File: config.mk
export PLATFORM = sky130hd
export DESIGN_NAME = matrix_dma_flat
export DESIGN_NICKNAME = d
export VERILOG_FILES = /design/src/rtl/matrix_dma_if.sv /design/src/rtl/matrix_dma.sv /design/src/flat_wrapper.sv
export SDC_FILE = /design/constraint.sdc
export NUM_CORES = 1
export LEC_CHECK = 0
export BUFFER_PORTS_ARGS = -buffer_cell sky130_fd_sc_hd__buf_2
export CAP_MARGIN = 15
export CORE_UTILIZATION = 50
export CTS_BUF_LIST = sky130_fd_sc_hd__clkbuf_16
export DETAILED_ROUTE_END_ITERATION = 10
export PLACE_DENSITY = 0.77
export SLEW_MARGIN = 25
export SYNTH_ARGS = -nofsm -noshare
export SYNTH_HDL_FRONTEND = slang
export SYNTH_SLANG_ARGS = --single-unit
File: constraint.sdc
create_clock -name clk_i -period 4.5 [get_ports clk_i]
set_clock_uncertainty 0.15 [all_clocks]
set_input_delay 0.225 -clock clk_i [delete_from_list [all_inputs] [get_ports clk_i]]
set_output_delay 0.225 -clock clk_i [all_outputs]
set_load 0.01 [all_outputs]
File: src/rtl/matrix_dma_if.sv
// Wishbone classic bus bundle shared by the DMA register port and its
// memory-side master port.
//   cyc, stb, we : cycle, strobe and write enable (master -> slave)
//   sel          : byte enables (master -> slave)
//   adr          : word address, AW bits wide (master -> slave)
//   dat_w        : write data (master -> slave)
//   dat_r        : read data (slave -> master)
//   ack          : acknowledge (slave -> master)
// The register port ignores byte enables, so the slave view leaves sel out.
interface matrix_dma_if #(
  parameter int AW = 32
);
  logic          cyc;
  logic          stb;
  logic          we;
  logic [3:0]    sel;
  logic [AW-1:0] adr;
  logic [31:0]   dat_w;
  logic [31:0]   dat_r;
  logic          ack;

  modport master (output cyc, stb, we, sel, adr, dat_w, input dat_r, ack);
  modport slave  (input cyc, stb, we, adr, dat_w, output dat_r, ack);
endinterface

File: src/rtl/matrix_dma.sv
// Word-copy DMA engine that moves COUNT words from SRC to DST (for example
// into the LED matrix frame buffer), one read/write pair at a time, with a
// fixed idle gap after every master-port acknowledge.
// Ports:
//   clk_i  : sole clock, rising edge
//   rst_i  : asynchronous active-high reset
//   s      : register port (slave), 2-bit address
//            0 SRC, 1 DST, 2 COUNT, 3 CTRL (write) / STATUS (read)
//   m      : memory master port, 32-bit word address, sel fixed to 4'hf
//   irq_o  : completion interrupt, level, mirrors the done flag
module matrix_dma #(
  parameter int unsigned GAP = 2
) (
  input  logic         clk_i,
  input  logic         rst_i,
  matrix_dma_if.slave  s,
  matrix_dma_if.master m,
  output logic         irq_o
);

  localparam logic [2:0] IDLE = 3'd0;
  localparam logic [2:0] RD   = 3'd1;
  localparam logic [2:0] RGAP = 3'd2;
  localparam logic [2:0] WR   = 3'd3;
  localparam logic [2:0] WGAP = 3'd4;

  localparam logic [3:0]  GAP_LAST  = 4'(GAP - 1);
  localparam logic [9:0]  COUNT_MAX = 10'd512;

  logic [2:0]  state_q, state_d;
  logic [31:0] src_q, src_d;
  logic [31:0] dst_q, dst_d;
  logic [31:0] data_q, data_d;
  logic [31:0] s_dat_q, s_dat_d;
  logic [9:0]  cnt_q, cnt_d;
  logic [3:0]  gap_q, gap_d;
  logic        done_q, done_d;
  logic        abort_q, abort_d;
  logic        s_ack_q, s_ack_d;

  logic        busy;
  logic        reg_wr;
  logic [9:0]  cnt_wdata;

  assign busy      = (state_q != IDLE);
  // A new register access is accepted only while ack is low, which makes a
  // held strobe acknowledge every other cycle.
  assign s_ack_d   = s.cyc & s.stb & ~s_ack_q;
  assign reg_wr    = s_ack_d & s.we;
  assign cnt_wdata = (s.dat_w[9:0] > COUNT_MAX) ? COUNT_MAX : s.dat_w[9:0];

  // Register-port writes are applied first; the transfer sequencer below
  // runs afterwards so that a completion on the same edge as a done-clear
  // still reports done, and leaving WGAP always drops a pending abort.
  always_comb begin
    state_d = state_q;
    src_d   = src_q;
    dst_d   = dst_q;
    data_d  = data_q;
    cnt_d   = cnt_q;
    gap_d   = gap_q;
    done_d  = done_q;
    abort_d = abort_q;
    s_dat_d = s_dat_q;

    if (s_ack_d) begin
      case (s.adr)
        2'd0:    s_dat_d = src_q;
        2'd1:    s_dat_d = dst_q;
        2'd2:    s_dat_d = {22'd0, cnt_q};
        default: s_dat_d = {30'd0, done_q, busy};
      endcase
    end

    if (reg_wr) begin
      case (s.adr)
        2'd0: if (!busy) src_d = s.dat_w;
        2'd1: if (!busy) dst_d = s.dat_w;
        2'd2: if (!busy) cnt_d = cnt_wdata;
        default: begin
          if (s.dat_w[2]) done_d = 1'b0;
          if (s.dat_w[1] && busy) abort_d = 1'b1;
          if (s.dat_w[0] && !busy) begin
            done_d = 1'b0;
            if (cnt_q != 10'd0) state_d = RD;
            else                done_d  = 1'b1;
          end
        end
      endcase
    end

    case (state_q)
      RD: begin
        if (m.ack) begin
          data_d  = m.dat_r;
          gap_d   = 4'd0;
          state_d = RGAP;
        end
      end
      RGAP: begin
        if (gap_q == GAP_LAST) state_d = WR;
        else                   gap_d   = gap_q + 4'd1;
      end
      WR: begin
        if (m.ack) begin
          src_d   = src_q + 32'd1;
          dst_d   = dst_q + 32'd1;
          cnt_d   = cnt_q - 10'd1;
          gap_d   = 4'd0;
          state_d = WGAP;
        end
      end
      WGAP: begin
        if (gap_q != GAP_LAST) begin
          gap_d = gap_q + 4'd1;
        end else if (cnt_q == 10'd0 || abort_q) begin
          state_d = IDLE;
          abort_d = 1'b0;
          if (cnt_q == 10'd0) done_d = 1'b1;
        end else begin
          state_d = RD;
        end
      end
      default: ;
    endcase
  end

  always_ff @(posedge clk_i or posedge rst_i) begin
    if (rst_i) begin
      state_q <= IDLE;
      src_q   <= '0;
      dst_q   <= '0;
      data_q  <= '0;
      cnt_q   <= '0;
      gap_q   <= '0;
      done_q  <= 1'b0;
      abort_q <= 1'b0;
      s_ack_q <= 1'b0;
      s_dat_q <= '0;
    end else begin
      state_q <= state_d;
      src_q   <= src_d;
      dst_q   <= dst_d;
      data_q  <= data_d;
      cnt_q   <= cnt_d;
      gap_q   <= gap_d;
      done_q  <= done_d;
      abort_q <= abort_d;
      s_ack_q <= s_ack_d;
      s_dat_q <= s_dat_d;
    end
  end

  // Bus outputs decode registered state only, so nothing on the master
  // side depends combinationally on m.ack, and SRC/DST/data cannot change
  // while a strobe is up.
  assign m.cyc   = (state_q == RD) || (state_q == WR);
  assign m.stb   = m.cyc;
  assign m.we    = (state_q == WR);
  assign m.sel   = 4'hf;
  assign m.adr   = (state_q == WR) ? dst_q : src_q;
  assign m.dat_w = data_q;

  assign s.ack   = s_ack_q;
  assign s.dat_r = s_dat_q;
  assign irq_o   = done_q;

endmodule

File: src/flat_wrapper.sv
// flat-port wrapper written by rule: the top's interface ports become plain ports
module matrix_dma_flat 
#(
  parameter int unsigned GAP = 2
)
  (clk_i, rst_i, irq_o, s_cyc, s_stb, s_we, s_adr, s_dat_w, s_dat_r, s_ack, m_cyc, m_stb, m_we, m_sel, m_adr, m_dat_w, m_dat_r, m_ack);
  matrix_dma_if #(.AW(2)) s_i ();
  matrix_dma_if #(.AW(32)) m_i ();
  input  logic clk_i;
  input  logic rst_i;
  output logic irq_o;
  input wire logic [$bits(s_i.cyc)-1:0] s_cyc;
  input wire logic [$bits(s_i.stb)-1:0] s_stb;
  input wire logic [$bits(s_i.we)-1:0] s_we;
  input wire logic [$bits(s_i.adr)-1:0] s_adr;
  input wire logic [$bits(s_i.dat_w)-1:0] s_dat_w;
  output wire logic [$bits(s_i.dat_r)-1:0] s_dat_r;
  output wire logic [$bits(s_i.ack)-1:0] s_ack;
  output wire logic [$bits(m_i.cyc)-1:0] m_cyc;
  output wire logic [$bits(m_i.stb)-1:0] m_stb;
  output wire logic [$bits(m_i.we)-1:0] m_we;
  output wire logic [$bits(m_i.sel)-1:0] m_sel;
  output wire logic [$bits(m_i.adr)-1:0] m_adr;
  output wire logic [$bits(m_i.dat_w)-1:0] m_dat_w;
  input wire logic [$bits(m_i.dat_r)-1:0] m_dat_r;
  input wire logic [$bits(m_i.ack)-1:0] m_ack;
  assign s_i.cyc = s_cyc;
  assign s_i.stb = s_stb;
  assign s_i.we = s_we;
  assign s_i.adr = s_adr;
  assign s_i.dat_w = s_dat_w;
  assign s_dat_r = s_i.dat_r;
  assign s_ack = s_i.ack;
  assign m_cyc = m_i.cyc;
  assign m_stb = m_i.stb;
  assign m_we = m_i.we;
  assign m_sel = m_i.sel;
  assign m_adr = m_i.adr;
  assign m_dat_w = m_i.dat_w;
  assign m_i.dat_r = m_dat_r;
  assign m_i.ack = m_ack;
  matrix_dma #(.GAP(GAP)) u_core (.clk_i(clk_i), .rst_i(rst_i), .s(s_i), .m(m_i), .irq_o(irq_o));
endmodule
Word level (Yosys, flattened, before mapping)
Cells that the tools add are included. W data, S select, Z words.

Bits in registers: 148. Input port bits: 72. Output and inout bits: 105. Logic and storage cells: 91.

$add $sub $neg: 4. Magnitude comparators: 1. Equality and inequality tests: 11. Muxes and demuxes: 47. Bitwise operators: 4. Reductions and logical operators: 14.

Operators with widths (count): $mux W32 (11); $pmux W32 S3 (1); $add A32 B1 Y32 const B (2); $mux W10 (6); $mux W3 (8); $mux W1 (16); $mux W4 (3); $pmux W3 S4 (1); $pmux W4 S3 (1); $gt A10 B10 Y1 const B (1); $logic_not A10 Y1 (1); $reduce_bool A10 Y1 (1); $sub A10 B1 Y10 const B (1); $eq A3 B2 Y1 const B (2); $reduce_bool A3 Y1 (2); $add A4 B1 Y4 const B (1); $eq A4 B1 Y1 const B (1); $ne A2 B1 Y1 const B (2); $ne A4 B1 Y1 const B (1); $reduce_and A4 Y1 (1); $and A1 B1 Y1 (3); $eq A3 B1 Y1 const B (1); $eq A3 B3 Y1 const B (1); $reduce_or A3 Y1 (1); other kinds (10) (12).

Logic depth before layout (Yosys ltp)
Word-level depth: 10. Mapped depth: 9. Depth with buffers taken out: 7.

Least setup slack after synthesis
OpenSTA, ideal clock, no wires.

Path type: register to register. From: register u_core.state_q[0]. To: register u_core.src_q[18]. Library setup time: 0.123 ns. Arrival time: 1.950 ns. Required time: 4.227 ns. Setup slack: 2.277 ns. Stages on the path, launching flop included: 8. Path buffers: 4. Cells stage by stage: dfrtp_1 -> buf_6 -> or3_1 -> buf_2 -> or4_4 -> buf_6 -> buf_2 -> o221a_2.

Word-level cells in the longest chain between the ends: 6. Elaborated cells between the ends (all ways): 7. Those cells by class: eq/ne: 1; mux: 5; reduce/logical: 1.

RTL lines: start: declaration (RTL line matrix_dma.sv:30) `logic [2:0] state_q, state_d;`; start signal: assignment (RTL line matrix_dma.sv:141) `state_q <= state_d;`; $reduce_bool A3 Y1 (RTL line matrix_dma.sv:45) `assign busy = (state_q != IDLE);`; $mux W32 (RTL line matrix_dma.sv:77) `2'd0: if (!busy) src_d = s.dat_w;`; $mux W32 (RTL line matrix_dma.sv:76) `case (s.adr)`; $mux W32 (RTL line matrix_dma.sv:75) `if (reg_wr) begin`; $mux W32 (RTL line matrix_dma.sv:105) `if (m.ack) begin`; $mux W32 (*) (RTL line matrix_dma.sv:92) `case (state_q)`; net u_core.src_d[18] (RTL line matrix_dma.sv:31) `logic [31:0] src_q, src_d;`; end signal: assignment (RTL line matrix_dma.sv:142) `src_q <= src_d;`; end: declaration (RTL line matrix_dma.sv:31).

Mark *: on every way through the listed nets, which the timed path passes. The rest lies on a longest branch. A chain may end at the register's enable or synchronous reset.

Worst setup path after layout
From: register u_core.state_q[0]. To: output m_adr[29].

Word-level cells in the longest chain between the ends: 2.

RTL lines: $eq A3 B2 Y1 (RTL line matrix_dma.sv:161) `assign m.adr = (state_q == WR) ? dst_q : src_q;`; $mux W32 (RTL line matrix_dma.sv:161); end: declaration (RTL line flat_wrapper.sv:23) `output wire logic [$bits(m_i.adr)-1:0] m_adr;`.

Every way passes these cells.

==> results.py <==
metrics = {
    "layout": {
        "fin_nets": 1137,
        "post_route_cells_drive_above_1_share_pct": 28.05,
        "areaGrowthSynthToFinish_pct": 25.99,
        "register_area_um2": 3704,
        "multi_input_area_um2": 4173,
        "final_area_um2": 10370,
        "nFillCells": 1284,
    },
    "synthesis": {
        "synthSimpleGateAreaFrac_pct": 19.24,
        "synth_area_um2": 8233,
        "async_flop_share_pct": 100.0,
        "synth_cells": 860,
        "synth.distinct_cells": 73,
        "synth_top_family_by_area": "simple AND/OR/NAND/NOR gates",
        "yosys.area_share.adder_pct": 0.7599,
        "synthMuxAreaShare_pct": 12.66,
        "synth_seq_cells": 148,
        "synth_xor_area_share_pct": 0.1064,
        "synth-edff-count": 0,
        "ys_warn_count": 0,
        "ys.flop_type": "dfrtp_1",
        "synthTopCellsByArea": "dfrtp_1 45%, mux2_2 8.3%, nand2_1 4.1%",
        "yosysTopAreaCellShare_pct": 44.98,
        "yosysTopAreaCell": "dfrtp_1",
        "synth_compound_area_share_pct": 17.60,
        "postSynthAreaPerCell_um2": 9.573,
        "ys_seq_area_share_pct": 44.98,
    },
    "cts": {
        "cts_hold_buf": 64,
        "cts_buffers": 17,
        "cts_buffer_depth": 2,
        "clk_latency_ns": 0.43,
        "cts.sinks": 148,
        "clk_pin_slew_worst_paths_ns": 0.06,
        "cts_resized": 0,
        "tritoncts": "yes",
        "htreeDepth": 4,
        "post-cts-setup-buffers": 0,
        "cts_root_buf": "clkbuf_16",
    },
    "pwr": {
        "seqPwrFrac_pct": 45.4,
        "p_sw_share_pct": 24.55,
        "p_per_area_nw_per_um2": 288.7,
        "leakage_uw": 0.004932,
        "max-vdd-ir-drop_mv": 0.3150,
        "power_frac_comb_pct": 7.0,
        "p_int_uw": 2259,
        "power.switching_uw": 735.3,
        "p_clk_share_pct": 47.6,
    },
    "floorplanning": {
        "die_width_um": 130.3,
        "rows": 46,
        "dieHeight_um": 130.3,
        "dieArea_um2": 16980,
        "start_util_pct": 51.45,
        "core_um2": 16000,
        "ios": 177,
    },
    "worst_setup_path": {
        "crit_slowest_cell": "dfrtp_1",
        "cp_top_family": "buffers and inverters",
        "crit_buf_inv": 3,
        "critical_path_class": "reg -> out",
        "path_depth": 7,
        "reg2regPathDepth": 5,
        "path_cells": "nor2b_1 > nand2_1 > buf_4 > inv_1 > nand2_1 > o21ai_0 > buf_2",
        "cp_data_arrival_time_ns": 2.56,
        "cp-end-kind": "output pin",
        "crit_required_ns": 4.12,
        "path_max_fanout": 33,
        "cpPeakStageDelay_ns": 0.53,
        "startpoint_type": "flip-flop",
        "crit_path_frequent_cell": "nand2_1",
    },
    "global_route": {
        "grt_max_degree": 114,
        "grt_pass1_vias": 7619,
        "antenna_found_initial": 1,
        "gr-total-overflow": 0,
        "grt_usage_pct": 31.91,
        "grt_pass1_wl_mm": 41.10,
    },
    "drt": {
        "drt_iter0_markers": 782,
        "post_drt_wl_per_cell_um": 20.52,
        "vias": 7902,
        "viasPerCell": 6.126,
        "drc": 0,
        "drt_first_pass_iters": 6,
        "wl_mm": 26.47,
        "antenna_left": 0,
    },
    "placed_design": {
        "port-buffer-count": 172,
        "gp_congestion": 0.9276,
        "dp_hpwl_mm": 17.12,
        "placed_area_um2": 9141,
    },
    "timing": {
        "rsz0062_at_grt": "no",
        "drv_slew": 0,
        "tightestPinTransition_ns": 0.9814,
        "hold_ws_ns": 0.05610,
        "hold_violations": 0,
        "min_period_over_period_pct": 65.13,
        "setup_tns_ns": 0,
        "max_freq_mhz": 341.2,
        "setup_viol": 0,
        "final.min_clock_period_ns": 2.931,
        "maxSlewHeadroom_pct": 34.07,
    },
    "worst_hold_path": {
        "hold_depth": 3,
        "hp-class": "in -> reg",
    },
    "outcome": {
        "status": "finished, final reports clean",
    },
    "flow_run": {
        "maxCapViolCount": 0,
    },
}
==> state kept, by name (all words and copies together) (netlist names) <==
register	flops
u_core.dst_q	32
u_core.s.ack	1
u_core.gap_q	4
u_core.m.dat_w	32
u_core.irq_o	1
u_core.src_q	32
u_core.cnt_q	10
u_core.s.dat_r	32
u_core.state_q	3
u_core.abort_q	1
==> synthesized netlist by cell type (14+ instances only) <==
master	number
dfrtp_1	148
nand2_1	90
nor2_1	75
mux2_2	61
a21oi_1	47
o21ai_0	46
clkbuf_1	37
nand3_1	34
nor3_1	32
mux2i_1	31
o31ai_1	25
a211oi_1	23
inv_1	17
o22ai_1	15
and3_1	14
buf_2	14
nand4_1	14
==> area by class of cell <==
| cell class | count | share of cell area [%] |
|---|---|---|
| Multi-Input combinational cell | 631 | 40.23 |
| Sequential cell | 148 | 35.71 |
| Timing Repair Buffer | 245 | 15.13 |
| Clock buffer | 17 | 4.101 |
| Tap cell | 216 | 2.606 |
| Clock inverter | 15 | 1.520 |
| Inverter | 17 | 0.6876 |
| Antenna cell | 1 | 0.02413 |
==> power groups by stage <==
stage                     sequential (µW)  clock (µW)  combinational (µW)
after floorplan                      1380           0                84.7
after global placement               1380           0                 163
after detailed placement             1380           0                 163
after CTS                            1360        1420                 207
after global routing                 1360        1490                 230
final                                1360        1430                 211
==> worst reg2reg max path, cell delays in order (launching register included) <==
cell and delay [ns]:
dfrtp_1 0.51, or3_1 0.53, nor4_2 0.82, buf_4 0.36, mux2i_1 0.19, o21ai_0 0.08
==> layer usage <==
metal	up-vias	share of wire, %	GRT usage [%]
li1	3588	-	-
met1	3783	41	41.29
met2	466	46	50.34
met3	65	9.5	6.888
met4	0	3.3	16.62
met5	-	0	0
==> layout by cell type (no fill, tap or decap), types with 3 or more instances in the layout <==
| cell | n |
|---|---|
| nor3_1 | 32 |
| o221a_2 | 9 |
| and3_1 | 14 |
| a31oi_1 | 3 |
| o22ai_1 | 15 |
| nor2_1 | 74 |
| buf_4 | 9 |
| a211oi_1 | 23 |
| a41oi_1 | 4 |
| a311oi_1 | 8 |
| conb_1 | 4 |
| dfrtp_1 | 148 |
| clkbuf_16 | 17 |
| clkinv_4 | 4 |
| dlygate4sd3_1 | 64 |
| inv_1 | 17 |
| and2_1 | 4 |
| o21ai_0 | 46 |
| o31ai_1 | 25 |
| nand2_1 | 90 |
| mux2_2 | 61 |
| mux2i_1 | 31 |
| o211ai_1 | 3 |
| and4_1 | 5 |
| or3_1 | 8 |
| nor4_1 | 5 |
| ha_1 | 5 |
| nand3_1 | 34 |
| inv_6 | 4 |
| o32ai_1 | 5 |
| nand2b_1 | 6 |
| a21oi_1 | 47 |
| nor3b_1 | 4 |
| buf_2 | 172 |
| nand4_1 | 14 |
==> stage by stage <==
step / setup slack, ns / utilization, % / power, µW / cells
floorplan: 0.1453 / - / 1466 / 863
global placement: 1.766 / 57.13 / 1545 / 1193
detailed placement: 1.727 / 57.13 / 1546 / 1193
CTS: 1.645 / 64.78 / 2990 / 1289
global route: 1.467 / 64.83 / 3083 / 1290
finish: 1.569 / 64.83 / 2995 / 1290
==> final timing paths <==
path	slack, ns	startpoint	endpoint
worst max-delay path	1.57	u_core.state_q[0]$_DFF_PP0_	m_adr[29]
worst min-delay path	0.06	s_dat_w[9]	u_core.src_q[9]$_DFF_PP0_
worst max register to register	1.72	u_core.state_q[1]$_DFF_PP0_	u_core.src_q[1]$_DFF_PP0_
worst min register to register	0.33	u_core.s.dat_r[19]$_DFFE_PP0N_	u_core.s.dat_r[19]$_DFFE_PP0N_
max in group asynchronous	2.80	rst_i	u_core.s.dat_r[17]$_DFFE_PP0N_
min in group asynchronous	0.34	rst_i	u_core.m.dat_w[9]$_DFFE_PP0P_
==> cells by family after synthesis <==
logic type      count (synthesis)
simple gates                  314
buf+inv                        84
flops                         148
fa+ha+maj                       5
compound gates                213
mux                            94
other cells                     1
xor+xnor                        1
No activity file was read; power rests on OpenSTA's default activity.
